==> src/rtl/channels_distributor.sv <==
// Time-multiplexed per-channel (amplitude, phase) accumulator: sums 2^STADIES samples per channel.
// Optional CHANELS_DISTRIBUTOR_AVERAGE_EN: emit per-channel means (sum >>> STADIES) instead of raw sums.
module channels_distributor #(
  parameter int WIDTH   = 32,
  parameter int CHANELS = 4,
  parameter int STADIES = 2,
  localparam int AW     = (CHANELS > 1) ? $clog2(CHANELS) : 1
) (
  input  logic             clk,
  input  logic             rst,
  input  logic             i_vld,
  input  logic [AW-1:0]    i_addres,
  input  logic [WIDTH-1:0] i_ac,
  input  logic [WIDTH-1:0] i_ph,
  output logic             o_vld,
  output logic [AW-1:0]    o_addres,
  output logic [WIDTH-1:0] o_ac,
  output logic [WIDTH-1:0] o_ph
);

  localparam int DEPTH = 1 << AW;
  // With STADIES=0 the counter degenerates to a constant 0 that always equals the last index.
  localparam int CW = (STADIES > 0) ? STADIES : 1;
  localparam logic [CW-1:0] CNT_LAST = CW'((1 << STADIES) - 1);
  localparam logic [AW:0]   CH_LIM   = (AW+1)'(CHANELS);

  logic [WIDTH-1:0] r_acc_ac [DEPTH];
  logic [WIDTH-1:0] r_acc_ph [DEPTH];
  logic [CW-1:0]    r_cnt    [DEPTH];

  logic             r_o_vld;
  logic [AW-1:0]    r_o_addres;
  logic [WIDTH-1:0] r_o_ac;
  logic [WIDTH-1:0] r_o_ph;

  logic             w_accept;
  logic             w_last;
  logic [WIDTH-1:0] w_sum_ac;
  logic [WIDTH-1:0] w_sum_ph;
  logic [WIDTH-1:0] w_res_ac;
  logic [WIDTH-1:0] w_res_ph;

  always_comb begin
    w_accept = i_vld && ({1'b0, i_addres} < CH_LIM);
    w_sum_ac = r_acc_ac[i_addres] + i_ac;
    w_sum_ph = r_acc_ph[i_addres] + i_ph;
    w_last   = (r_cnt[i_addres] == CNT_LAST);
`ifdef CHANELS_DISTRIBUTOR_AVERAGE_EN
    w_res_ac = WIDTH'($signed(w_sum_ac) >>> STADIES);
    w_res_ph = WIDTH'($signed(w_sum_ph) >>> STADIES);
`else
    w_res_ac = w_sum_ac;
    w_res_ph = w_sum_ph;
`endif
  end

  always_ff @(posedge clk) begin
    if (rst) begin
      for (int i = 0; i < DEPTH; i++) begin
        r_acc_ac[i] <= '0;
        r_acc_ph[i] <= '0;
        r_cnt[i]    <= '0;
      end
      r_o_vld    <= 1'b0;
      r_o_addres <= '0;
      r_o_ac     <= '0;
      r_o_ph     <= '0;
    end else begin
      r_o_vld <= 1'b0;
      if (w_accept) begin
        if (w_last) begin
          r_o_vld              <= 1'b1;
          r_o_addres           <= i_addres;
          r_o_ac               <= w_res_ac;
          r_o_ph               <= w_res_ph;
          r_acc_ac[i_addres]   <= '0;
          r_acc_ph[i_addres]   <= '0;
          r_cnt[i_addres]      <= '0;
        end else begin
          r_acc_ac[i_addres]   <= w_sum_ac;
          r_acc_ph[i_addres]   <= w_sum_ph;
          r_cnt[i_addres]      <= r_cnt[i_addres] + CW'(1);
        end
      end
    end
  end

  assign o_vld    = r_o_vld;
  assign o_addres = r_o_addres;
  assign o_ac     = r_o_ac;
  assign o_ph     = r_o_ph;

endmodule

==> config.mk <==
export PLATFORM = sky130hd
export DESIGN_NAME = channels_distributor
export DESIGN_NICKNAME = d
export VERILOG_FILES = /design/src/rtl/channels_distributor.sv
export SDC_FILE = /design/constraint.sdc
export NUM_CORES = 1
export LEC_CHECK = 0
export BUFFER_PORTS_ARGS = -buffer_cell sky130_fd_sc_hd__buf_2
export CAP_MARGIN = 20
export CORE_MARGIN = 2
export CORE_UTILIZATION = 55
export DETAILED_ROUTE_END_ITERATION = 12
export GPL_ROUTABILITY_DRIVEN = 0
export MAX_ROUTING_LAYER = met4
export PLACE_DENSITY = 0.76
export SETUP_SLACK_MARGIN = 0.2
export SKIP_LAST_GASP = 1
export SYNTH_ARGS = -nofsm -noshare
export SYNTH_HDL_FRONTEND = slang
export SYNTH_SLANG_ARGS = --single-unit
==> constraint.sdc <==
create_clock -name clk -period 7.3 [get_ports clk]
set_clock_uncertainty 0.05 [all_clocks]
set_input_delay 0.73 -clock clk [delete_from_list [all_inputs] [get_ports clk]]
set_output_delay 0.73 -clock clk [all_outputs]
set_load 0.1 [all_outputs]
==> out/results.ini <==
[routing]
drtPass1Iterations=6
postRouteAntennaNets=0
via_per_inst=6.53
vias=13700
drc=0
wirelength_mm=48.3
avgRoutedWirePerCell_um=23.0
drtIter0Drc=1715

[global_routing]
antenna_found_initial=0
grt_max_degree=59
grt_pass1_vias=13600
track_usage=0.298
grt_pass1_wl_mm=74.4
grt_remaining_overflow=0

[cts]
cts_made_buffers=36
cts_sinks=331
htreeDepth=2
cts_tree=yes
postCtsSetupRepairBufs=0
post_cts_resized=0
holdBufCountCts=0
clk_pin_slew_ns=0.05
clk_latency_ns=0.52
clock_path_buffers=3
cts_root_buffer=clkbuf_16

[sta]
tns_ns=0
period_needed_ns=4.83
slew_viol_final=0
relSlewSlack=0.340
hold_ws_ns=0.401
setup_viol=0
max_freq_mhz=207
worstMarginPinSlew_ns=0.990
rsz0062_at_grt=false
finalCritPeriodShare=0.662
hold_violations=0

[die]
die_width_um=183
core-area_mm2=0.0315
fp-row-count=65
dieArea_mm2=0.0334
die_h_um=183
io_pins=136
floorplan.initialDensity=0.558

[cells_and_area]
final_nets=1808
fin_area_mm2=0.0197
drive_above_1_share=0.181
antennaDiodeCount=0
area_delta_synth_final_pct=12.3
fillers=2464

[logic_synthesis]
syn-num-nets=1712
yosys_warnings=0
synth.avg_cell_area_um2=11.1
synth.cell_area_mm2=0.0176
ys_ff_latch=331
synth_seq_area_share=0.528
synth-main-ff-cell=edfxtp_1
ys_types=81
syn_inst=1578
synth-edff-count=264
async_reset_ff_frac=0

[critical_path]
cp-end-kind=register
crit_fanout=42
critPathMaxStageDelay_ns=0.68
crit_slowest_cell=buf_4
ff2ff_setup_slack_ns=3.40
path_cells=buf_2 > buf_4 > mux4_2 > fa_1 > a21oi_1 > o211ai_1 > a211oi_1 > nor3_1 > nor2_1 > xor2_1 > nor2_1
critPathKind=input pin to register
cp.required_ns=7.49
crit_path_frequent_cell=nor2_1
cp_data_arrival_time_ns=5.02
cp-start-kind=input pin

[placed_design]
numPortBuffers=135
hpwlAfterDp_mm=30.8
postPlaceCellArea_mm2=0.0185

[power_and_ir_drop]
powerDensity_mw_per_mm2=256
ir_drop_mv=0.135
power.leakage_nw=7.84

[flow_run]
drv_cap=0

[worst_hold_path]
min_path_type=register to register

[status]
outcome=complete, no violations

==> layer usage <==
metal	vias to the layer above	global-route usage	share of wire
met3	140	0.0479	0.089
met2	770	0.478	0.48
met1	6655	0.385	0.39
li1	6162	-	-
met5	-	-	0
met4	0	0.114	0.038
==> report_power, final <==
part	internal, mW	switching (mW)
sequential	2.15	0.0311
combinational	0.318	0.727
clock	1.10	0.731
total	3.56	1.49
==> layout make-up <==
cell class / count / area, um^2 / share of cell area
clock buffer: 49 / 991 / 0.0502
clock inverter: 16 / 185 / 0.00939
inverter: 37 / 139 / 0.00704
multi-input combinational: 1113 / 7800 / 0.395
sequential: 331 / 9270 / 0.470
tap: 402 / 503 / 0.0255
timing repair buffer: 155 / 841 / 0.0426
==> placed cells by master, fill, tap and decap left out, types with 35 or more instances in the layout <==
cell type  instances
edfxtp_1         264
a21oi_1           99
buf_2            134
dfxtp_1           67
mux4_2            66
nor3_1            77
a21o_1            35
clkbuf_16         37
inv_1             36
o21ai_0           48
ha_1              63
nand3_1           65
nor2_1           206
nand2_1          140
==> synthesized netlist by cell type (all sizes together), types with 16 or more instances <==
cell	count	share of area
nand3	65	0.019
nand2	145	0.031
o21a	16	0.0068
mux4	66	0.085
o21ai	62	0.018
a21oi	102	0.030
dfxtp	67	0.076
inv	37	0.0079
xnor2	19	0.0095
clkbuf	74	0.016
edfxtp	264	0.45
or3	23	0.0083
a21o	35	0.015
buf	23	0.0060
nor2	209	0.045
nor3	77	0.022
ha	63	0.045
==> critical path, delay by kind of cell <==
kind	cells	cell delay, ns
buf+inv	2	1.34
compound gates	3	1.11
mux	1	0.44
xor+xnor	1	0.39
fa+ha+maj	1	0.42
simple gates	3	0.53
==> through the flow <==
step	cells	power (mW)	setup WS, ns	utilization
floorplan	1578	2.97	2.81	-
global placement	2038	3.21	2.31	0.589
detailed placement	2038	3.24	2.13	0.589
CTS	2103	5.05	2.66	0.627
global route	2103	5.23	2.36	0.627
finish	2103	5.05	2.47	0.627
==> kinds of logic (layout without fill, tap and decap cells) <==
logic type / count (synthesis) / after routing / share of synthesized area
DFF: 331 / 331 / 0.528
xor gates and xnor gates: 31 / 31 / 0.0155
AOI/OAI and AO/OA: 333 / 333 / 0.130
muxes: 74 / 74 / 0.0892
buffers and inverters: 134 / 257 / 0.0297
adders and majority gates: 65 / 65 / 0.0472
and+or+nand+nor: 610 / 610 / 0.161
==> flip-flops by register name (all words and copies together), names as in the netlist <==
signal    cells
o_ac         32
o_addres      2
o_ph         32
o_vld         1
r_acc_ac    128
r_acc_ph    128
r_cnt         8
==> final timing paths <==
kind                                                   start                             to  depth (start not counted)
worst max-delay path                             i_addres[1]  r_acc_ph[0][24]$_SDFFCE_PN0P_                         11
worst min-delay path                    o_ph[6]$_SDFFE_PP0N_           o_ph[6]$_SDFFE_PP0N_                          2
worst max register to register  r_acc_ph[2][0]$_SDFFCE_PN0P_  r_acc_ph[0][24]$_SDFFCE_PN0P_                         10
worst min register to register          o_ph[6]$_SDFFE_PP0N_           o_ph[6]$_SDFFE_PP0N_                          2
Power figures use the tool's default switching activity.
